`src/rtl/apb_pkg.sv`:
```
// Shared types for the APB requester: FSM state encoding, default widths and the response record.
package apb_pkg;
  localparam int APB_ADDR_W = 32;
  localparam int APB_DATA_W = 32;

  typedef enum logic [1:0] {IDLE, SETUP, ACCESS, RESP} apb_m_state_t;

  typedef struct packed {
    logic [APB_DATA_W-1:0] rdata;
    logic                  err;
  } apb_rsp_t;
endpackage

```
`src/rtl/apb_wait_timer.sv`:
```
// ACCESS wait-state counter for the APB requester; expire fires on the last allowed wait cycle.
module apb_wait_timer #(
  parameter int TIMEOUT_CYCLES = 16
) (
  input  logic pclk,
  input  logic presetn,
  input  logic clr,
  input  logic en,
  output logic expire
);
  localparam int CW = $clog2(TIMEOUT_CYCLES + 1);

  logic [CW-1:0] cnt;

  always_ff @(posedge pclk or negedge presetn) begin
    if (!presetn)  cnt <= '0;
    else if (clr)  cnt <= '0;
    else if (en)   cnt <= cnt + 1'b1;
  end

  // Combinational so the FSM leaves ACCESS on the same edge the count reaches the limit.
  assign expire = en && (cnt == CW'(TIMEOUT_CYCLES - 1));
endmodule

```
`src/rtl/apb_master.sv`:
```
// APB requester: one command -> one SETUP/ACCESS transfer -> one response.
// Optional ACCESS timeout enabled by defining APB_MASTER_TIMEOUT_EN.
module apb_master
  import apb_pkg::*;
#(
  parameter int ADDR_W         = APB_ADDR_W,
  parameter int DATA_W         = APB_DATA_W,
  parameter int TIMEOUT_CYCLES = 16
) (
  input  logic              pclk,
  input  logic              presetn,
  input  logic              cmd_valid,
  output logic              cmd_ready,
  input  logic              cmd_write,
  input  logic [ADDR_W-1:0] cmd_addr,
  input  logic [DATA_W-1:0] cmd_wdata,
  output logic              rsp_valid,
  input  logic              rsp_ready,
  output logic [DATA_W-1:0] rsp_rdata,
  output logic              rsp_err,
  output logic [ADDR_W-1:0] paddr,
  output logic [DATA_W-1:0] pwdata,
  output logic              pwrite,
  output logic              psel,
  output logic              penable,
  input  logic              pready,
  input  logic              pslverr,
  input  logic [DATA_W-1:0] prdata
);
  apb_m_state_t state;
  apb_rsp_t     rsp_q;
  logic         tmo;

`ifdef APB_MASTER_TIMEOUT_EN
  apb_wait_timer #(.TIMEOUT_CYCLES(TIMEOUT_CYCLES)) u_wait_timer (
    .pclk   (pclk),
    .presetn(presetn),
    .clr    (state == SETUP),
    .en     ((state == ACCESS) && !pready),
    .expire (tmo)
  );
`else
  logic unused_tmo_cfg;
  assign unused_tmo_cfg = |TIMEOUT_CYCLES;
  assign tmo            = 1'b0;
`endif

  assign rsp_rdata = DATA_W'(rsp_q.rdata);
  assign rsp_err   = rsp_q.err;

  always_ff @(posedge pclk or negedge presetn) begin
    if (!presetn) begin
      state     <= IDLE;
      cmd_ready <= 1'b0;
      rsp_valid <= 1'b0;
      rsp_q     <= '0;
      paddr     <= '0;
      pwdata    <= '0;
      pwrite    <= 1'b0;
      psel      <= 1'b0;
      penable   <= 1'b0;
    end else begin
      case (state)
        IDLE: begin
          cmd_ready <= 1'b1;
          if (cmd_valid && cmd_ready) begin
            paddr     <= cmd_addr;
            pwdata    <= cmd_wdata;
            pwrite    <= cmd_write;
            psel      <= 1'b1;
            cmd_ready <= 1'b0;
            state     <= SETUP;
          end
        end
        SETUP: begin
          penable <= 1'b1;
          state   <= ACCESS;
        end
        ACCESS: begin
          // pready takes priority over an expiring timeout in the same cycle.
          if (pready) begin
            rsp_q.err   <= pslverr;
            rsp_q.rdata <= pwrite ? '0 : APB_DATA_W'(prdata);
            psel        <= 1'b0;
            penable     <= 1'b0;
            rsp_valid   <= 1'b1;
            state       <= RESP;
          end else if (tmo) begin
            rsp_q.err   <= 1'b1;
            rsp_q.rdata <= '0;
            psel        <= 1'b0;
            penable     <= 1'b0;
            rsp_valid   <= 1'b1;
            state       <= RESP;
          end
        end
        RESP: begin
          if (rsp_ready) begin
            rsp_valid <= 1'b0;
            cmd_ready <= 1'b1;
            state     <= IDLE;
          end
        end
        default: state <= IDLE;
      endcase
    end
  end
endmodule

```
`config.mk`:
```
export PLATFORM = sky130hd
export DESIGN_NAME = apb_master
export DESIGN_NICKNAME = d
export VERILOG_FILES = /design/src/rtl/apb_pkg.sv /design/src/rtl/apb_wait_timer.sv /design/src/rtl/apb_master.sv
export SDC_FILE = /design/constraint.sdc
export NUM_CORES = 1
export LEC_CHECK = 0
export CAP_MARGIN = 40
export CORE_MARGIN = 8
export CORE_UTILIZATION = 43
export DETAILED_ROUTE_END_ITERATION = 10
export PLACE_DENSITY_LB_ADDON = 0.12
export SLEW_MARGIN = 30
export SYNTH_ARGS = -nofsm -noshare
export SYNTH_HDL_FRONTEND = slang
export SYNTH_SLANG_ARGS = --single-unit
```
`constraint.sdc`:
```
create_clock -name pclk -period 4.8 [get_ports pclk]
set_clock_uncertainty 0.15 [all_clocks]
set_input_delay 0.48 -clock pclk [delete_from_list [all_inputs] [get_ports pclk]]
set_output_delay 0.48 -clock pclk [all_outputs]
set_load 0.005 [all_outputs]
```
==> results of run 1 <==
cell usage after synthesis:
library cell / n
sky130_fd_sc_hd__buf_6: 1
sky130_fd_sc_hd__ha_1: 6
sky130_fd_sc_hd__mux2_1: 25
sky130_fd_sc_hd__o21ai_0: 37
sky130_fd_sc_hd__mux2i_1: 2
sky130_fd_sc_hd__buf_1: 1
sky130_fd_sc_hd__mux2_2: 42
sky130_fd_sc_hd__buf_2: 7
sky130_fd_sc_hd__inv_1: 5
sky130_fd_sc_hd__nor2_1: 1
sky130_fd_sc_hd__a22o_1: 1
sky130_fd_sc_hd__nand3_1: 1
sky130_fd_sc_hd__nand3_2: 1
sky130_fd_sc_hd__nand2_1: 36
sky130_fd_sc_hd__dfrtp_1: 104
sky130_fd_sc_hd__nand2b_1: 33
sky130_fd_sc_hd__clkbuf_1: 8
sky130_fd_sc_hd__a32oi_1: 1
sky130_fd_sc_hd__a222oi_1: 1
sky130_fd_sc_hd__nand2_2: 1
sequential cells by signal, summed over array words and instances (netlist names):
name and cells:
pwdata 32, rsp_valid 1, psel 1, pwrite 1
penable 1, rsp_err 1, paddr 32, cmd_ready 1
state 2, rsp_rdata 32
layout make-up:
cell class	count	area [um^2]	area share, %
flip-flops and latches	104	2603	39.98
multi-input cells	188	1431	21.99
repair buffers	210	2131	32.73
well taps	129	161.4	2.479
clock inverters	5	33.78	0.5189
inverters	5	18.77	0.2883
clock buffers	11	131.4	2.018
cell families (layout without fill, tap and decap cells):
logic type,Yosys count,count (layout),synth area share [%]
flops,104,104,63.01
simple gates,73,73,8.876
mux,69,69,18.75
compound gates,40,40,5.150
buf+inv,22,231,2.393
fa+ha+maj,6,6,1.818
worst min-delay path by stage:
stage,endpoint,cells after the start,startpoint,slack (ps)
floorplan,cmd_ready,0,presetn,30
global placement,rsp_rdata[13],2,rsp_rdata[13],310
detailed placement,rsp_rdata[7],2,rsp_rdata[7],320
CTS,paddr[26],1,presetn,70
global route,paddr[26],2,presetn,350
finish,rsp_rdata[20],2,rsp_rdata[20],330
layout by cell type (no fill, tap or decap), drive strengths merged, types with 3 or more instances in the layout:
cell	count
o21ai	37
mux2	67
dfrtp	104
clkdlybuf4s50	203
inv	5
nand2b	33
buf	6
clkbuf	11
ha	6
nand2	37
clkinv	3
report_power, final:
group | total, mW | internal [mW] | switching, mW
Combinational | 1.79 | 1.17 | 0.618
Sequential | 1.54 | 1.31 | 0.234
Clock | 0.484 | 0.189 | 0.295
timing repair:
item / 4_1_cts / 5_1_grt
buffers inserted: 0 / 0
setup endpoints to repair: 0 / 0
endpoints found under the hold margin: 0 / 12
hold buffers: 0 / 1
metrics by stage:
stage	hold slack, ps	power (mW)	area (um^2)
2_1_floorplan	34.41	2.207	4130
3_3_place_gp	309.9	3.278	6269
3_5_place_dp	320.1	3.374	6296
4_1_cts	65.27	3.861	6461
5_1_grt	354.1	4.076	6510
6_report	333.4	3.813	6510
worst register-to-register path, cell delays in order (launching register included):
cell,delay [ps]
sky130_fd_sc_hd__dfrtp_1,400
sky130_fd_sc_hd__inv_1,120
sky130_fd_sc_hd__ha_1,270
sky130_fd_sc_hd__nand3_2,350
sky130_fd_sc_hd__buf_4,610
sky130_fd_sc_hd__mux2_2,430
per-layer routing:
| layer | vias to the layer above | routed length (um) |
|---|---|---|
| met2 | 121 | 5694 |
| met4 | 0 | 88 |
| met5 | - | 0 |
| met3 | 8 | 1010 |
| li1 | 1457 | - |
| met1 | 1470 | 4622 |
==> impl_results.md, run 1 <==
- Result of the run: complete, no violations
- Max Clk Rate: roughly 410 MHz
- Total number of yosys warnings: 0
- Placeable core area: 9284 um^2
- Drt first pass iters: 6
- Post-CTS clock slew at the launch and capture registers of the worst setup and hold paths: 90 ps
- Die width: 114.0 um
- Reg2Reg Depth: 5
- Filler instances: 706
- #FFs+latches synth: 104
- DR DRC count: 0
- Number of cells upsized or downsized after cts: 0
- Post-synth net total: 423
- Total number of vias: 3056
- Number of nets with antenna violations after routing: 0
- Number of top-level pins: 205
- TritonCTS clock tree: done
- Average footprint of a synthesized cell: 13.15 um^2
- Worst Path Arrival: approximately 2500 ps
- Largest vdd supply drop: 0.0002876 V
- Minimum clock period: 2436 ps
- Cell row count: 35
- RSZ-0062 raised after global routing: no
- Worst-case register-to-register setup slack: ~2400 ps
- Routed WL: approximately 11000 um
- CP max-delay cell: sky130_fd_sc_hd__buf_4
- Number of failing setup endpoints in the final timing report: 0
- Required arrival time at the worst endpoint: just under 5000 ps
- Share of the synthesized area in the top cell type: between 60% and 70%
- Latest clock arrival within the worst-skew pair: 360 ps
- Slew @ Worst Pin: about 630 ps
- Startpoint of the lowest-slack register-to-register path: state[0]
- Largest cells by area after synthesis: sky130_fd_sc_hd__dfrtp_1 63%, sky130_fd_sc_hd__mux2_2 11%, sky130_fd_sc_hd__mux2_1 6.8%
- Post-synthesis sequential area ratio: 63.01%
- Initial antenna violation count: 0
- Leakage power summed over all cells: 2.783 nW
- Highest net fanout along the worst path: 49
- Initial cell density of the core: 44.49%
- Overall Global Routing Usage: between 10% and 20%
- Max incr delay on CP: around 600 ps
- Worst r2r dst: paddr[19]
- Final hold vios: 0
- Final period utilization: 50.75%
- Element type at the critical path start: flop
- Area Growth Syn to Fin: 57.62%
- Number of placed instances, taps included: 633
- Post-route worst setup slack: 2364 ps
- CTS root buffer: sky130_fd_sc_hd__clkbuf_8
- Unique masters post-synth: 20
- Number of clock buffers inserted by TritonCTS: 9
- Path type of the worst min-delay path: reg -> reg
- Type of the worst setup path: reg -> reg
- Crit-path leading delay family: buffers and inverters
- Final core utilization: between 70% and 80%
- Critical Path End Type: flop
- Post-synthesis cell type with the largest combined area: sky130_fd_sc_hd__dfrtp_1
- Pre-CTS setup slack: roughly 2200 ps
- Overall die height: roughly 110 um
- Max-slew violation count: 0
- Termination of the worst setup path: paddr[19]
- Final HPWL from detailed placement: approximately 8800 um
- Total number of cells along the worst setup path: 5
- Routed length per placed instance: 17.51 um
- Ordered cell list for the critical path: inv_1 -> ha_1 -> nand3_2 -> buf_4 -> mux2_2
- Met2 Resource Use GR: ~29%
- Max Root-Sink Buffers: 2
- Drt via density: 4.687
- Combined buffer and inverter count along the critical path: 2
- Proportion of layout cells with a drive suffix above 1: 12.43%
- Met1 Resource Use GR: 19.99%
- # nets final: between 600 and 700
- Pin count of the biggest net entering global routing: 63
- Launch point of the worst path: state[0]
- H-tree depth: 3
- Number of buffers inserted by port buffering: 204
- Via count of the first global-routing pass: around 3200
- Die outline area: 13000 um^2
- Met3 GRT Util: 6.815%
- Gp weighted congestion: 0.7520
- Final-layout setup total negative slack: 0 ps
- Busiest layer in global routing: met2
- Number of maximum-capacitance constraint violations: 0
- Summed instance area of the synthesized netlist: 4130 um^2
- Antenna diode count: 0
- Max_slew headroom: 58.21%
- Non-Filler Instances: 652
- Power per standard cell area: 585.7 nW/um^2
- First-pass GRT wire length: 17520 um
- Total overflow reported by the global router: 0
- Clk sink count: 104
- Number of violations reported at the end of detailed-routing iteration 0: about 120
- Gate Count Post-Synth: 314
Note: power is estimated with default switching activity, not from simulation.
==> run 2: changes to the inputs <==
--- a/config.mk
+++ b/config.mk
@@ -7,7 +7,7 @@
 export LEC_CHECK = 0
 export CAP_MARGIN = 40
 export CORE_MARGIN = 8
-export CORE_UTILIZATION = 43
+export CORE_UTILIZATION = 36
 export DETAILED_ROUTE_END_ITERATION = 10
 export PLACE_DENSITY_LB_ADDON = 0.12
 export SLEW_MARGIN = 30
==> constraint.sdc (replaced) <==
create_clock -name pclk -period 2.2 [get_ports pclk]
set_clock_uncertainty 0.15 [all_clocks]
set_input_delay 0.22 -clock pclk [delete_from_list [all_inputs] [get_ports pclk]]
set_output_delay 0.22 -clock pclk [all_outputs]
set_load 0.005 [all_outputs]
==> run 2 against run 1 <==
Compared with the run above:
- worst setup slack got worse by 2100 ps
- largest cell class unchanged
- largest power group unchanged
- critical path type unchanged
- count of clock-buffer cells in the layout grew 3
- critical endpoint is now state[1]
- fmax is 26% higher
- first-iteration DRC count grew 27%
- die area increased by 17%
- non-clock buffer count increased by 2
- sequential share of layout area down 1.2 points
- wire length decreased by 2.5%
==> impl_results.md, run 2 (synthesis gave the netlist of run 1 again) <==
- Slew @ Worst Pin: 527.3 ps (-99.52 ps)
- Number of failing setup endpoints in the final timing report: 0 (unchanged)
- CTS root buffer: sky130_fd_sc_hd__clkbuf_16
- Power per standard cell area: 1341 nW/um^2 (+130%)
- Total number of vias: 3058 (+0.065%)
- Clk sink count: 104 (unchanged)
- Via count of the first global-routing pass: 3154 (-2.2%)
- Initial antenna violation count: 0 (unchanged)
- Number of buffers inserted by port buffering: 204 (unchanged)
- Total overflow reported by the global router: 0 (unchanged)
- Proportion of layout cells with a drive suffix above 1: 12.76% (+0.33 points)
- Max-slew violation count: 0 (unchanged)
- Multi-input gate area: 1439 um^2 (+0.52%)
- Worst Path Arrival: 2010 ps (-520 ps)
- Drt first pass iters: 6 (unchanged)
- Number of violations reported at the end of detailed-routing iteration 0: 151 (+27%)
- Number of clock buffers inserted by TritonCTS: 9 (unchanged)
- Latest clock arrival within the worst-skew pair: 340 ps (-20 ps)
- Storage element area: 2603 um^2 (unchanged)
- DR DRC count: 0 (unchanged)
- Post-CTS clock slew at the launch and capture registers of the worst setup and hold paths: 60 ps (-30 ps)
- Met3 GRT Util: 7.443% (+0.63 points)
- Element type at the critical path start: flop
- Filler instances: 949 (+34%)
- Area Growth Syn to Fin: 62.53%
- Drt via density: 4.578 (-2.3%)
- Final hold vios: 0 (unchanged)
- Number of top-level pins: 205 (unchanged)
- First-pass GRT wire length: 17350 um (-0.99%)
- # nets final: 629 (+0.32%)
- Startpoint of the lowest-slack register-to-register path: state[0]
- Path type of the worst min-delay path: in -> async
- Minimum clock period: 1934 ps (-502.3 ps)
- Met2 Resource Use GR: 21.61% (-7.6 points)
- Worst r2r dst: state[1]
- Routed length per placed instance: 16.67 um (-4.8%)
- Required arrival time at the worst endpoint: 2270 ps (-2620 ps)
- Cell row count: 39 (+11%)
- Number of cells upsized or downsized after cts: 0 (unchanged)
- Pin count of the biggest net entering global routing: 49 (-22%)
- Worst-case register-to-register setup slack: 270 ps (-2100 ps)
- Count of hold buffers inserted by post-cts repair: 1 (+1)
- Max Clk Rate: 517.1 MHz (+26%)
- Initial cell density of the core: 36.48% (-8.0 points)
- Final Hold Slack: 159.1 ps (-174.3 ps)
- Commonest cells after routing, fill and taps aside: 203 x sky130_fd_sc_hd__clkdlybuf4s50_1, 104 x sky130_fd_sc_hd__dfrtp_1, 42 x sky130_fd_sc_hd__mux2_2
- Routed WL: 11130 um (-2.5%)
- Type of the worst setup path: reg -> reg
- Die width: 123.1 um (+8.0%)
- Result of the run: complete, no violations
- Busiest layer in global routing: met2
- Die outline area: 15160 um^2 (+17%)
- Number of nets with antenna violations after routing: 0 (unchanged)
- Final period utilization: 87.90% (+37 points)
- Max Root-Sink Buffers: 2 (unchanged)
- Overall die height: 123.1 um (+8.0%)
- Final-layout setup total negative slack: 0 ps (unchanged)
- TritonCTS clock tree: done
- Reg2Reg Depth: 4 (-1)
- H-tree depth: 3 (unchanged)
- Total setup buffers inserted after CTS: 0 (unchanged)
- Placeable core area: 11320 um^2 (+22%)
- Highest net fanout along the worst path: 5 (-90%)
- Met1 Resource Use GR: 18.10% (-1.9 points)
- Overall Global Routing Usage: 14.83% (-2.5 points)
- Final HPWL from detailed placement: 8498 um (-3.4%)
- Most common library cell in the layout ignoring fill and taps: sky130_fd_sc_hd__clkdlybuf4s50_1
- Antenna diode count: 0 (unchanged)
- Leakage power summed over all cells: 2.875 nW (+3.3%)
- RSZ-0062 raised after global routing: no
- Max_slew headroom: 64.85% (+6.6 points)
- Largest vdd supply drop: 0.0006788 V (+140%)
- Critical Path End Type: flop
- Gp weighted congestion: 0.7166 (-4.7%)
- Number of maximum-capacitance constraint violations: 0 (unchanged)
-- run 2: changes by cell type in the layout (fill, tap and decap cells not counted), sizes merged --
cell	before	now
bufinv	0	2
clkinvlp	2	0
clkinv	3	0
clkbuf	11	14
buf	6	8
-- run 2: area by class of cell --
class                           instances  area share, %
Sequential cell                       104          38.77
Tap cell                              143          2.665
Inverter                                5         0.2796
Clock buffer                           14          4.082
Multi-Input combinational cell        188          21.44
Timing Repair Buffer                  212          31.87
Clock inverter                          2         0.8947
-- run 2: stage by stage --
stage          util (%)  setup WS, ps  cell area [um^2]  instances  power, mW
6_report          59.29         266.2              6713        668      8.999
5_1_grt           59.29         156.2              6713        668      9.637
4_1_cts           59.29         240.9              6713        668      9.177
3_5_place_dp      56.26         219.3              6369        651      7.367
3_3_place_gp      56.26         293.4              6369        651      7.270
2_1_floorplan         -         471.6              4130        314      4.816
-- run 2: per-layer routing --
metal	wire, um	vias up
li1	-	1473
met1	4623	1439
met2	4862	134
met3	1463	12
met4	185	0
met5	0	-
-- run 2: critical path, cell delays in order, from the launching register on --
cell	delay [ps]
sky130_fd_sc_hd__dfrtp_1	370
sky130_fd_sc_hd__inv_1	110
sky130_fd_sc_hd__ha_1	280
sky130_fd_sc_hd__a222oi_1	530
sky130_fd_sc_hd__mux2_1	370
-- run 2: report_power, final --
group	internal [mW]	leakage, nW	switching, mW
registers	2.86	1.26	0.476
clock network	1.09	0.163	0.672
logic	2.55	1.45	1.34
-- run 2: worst max path at each step --
| stage | startpoint | to | cells after the start |
|---|---|---|---|
| after global routing | state[1] | state[1] | 4 |
| final | state[0] | state[1] | 4 |
| after global placement | cmd_valid | state[1] | 4 |
| after floorplan | state[0] | state[1] | 4 |
| after CTS | state[0] | state[1] | 4 |
| after detailed placement | cmd_valid | state[1] | 4 |
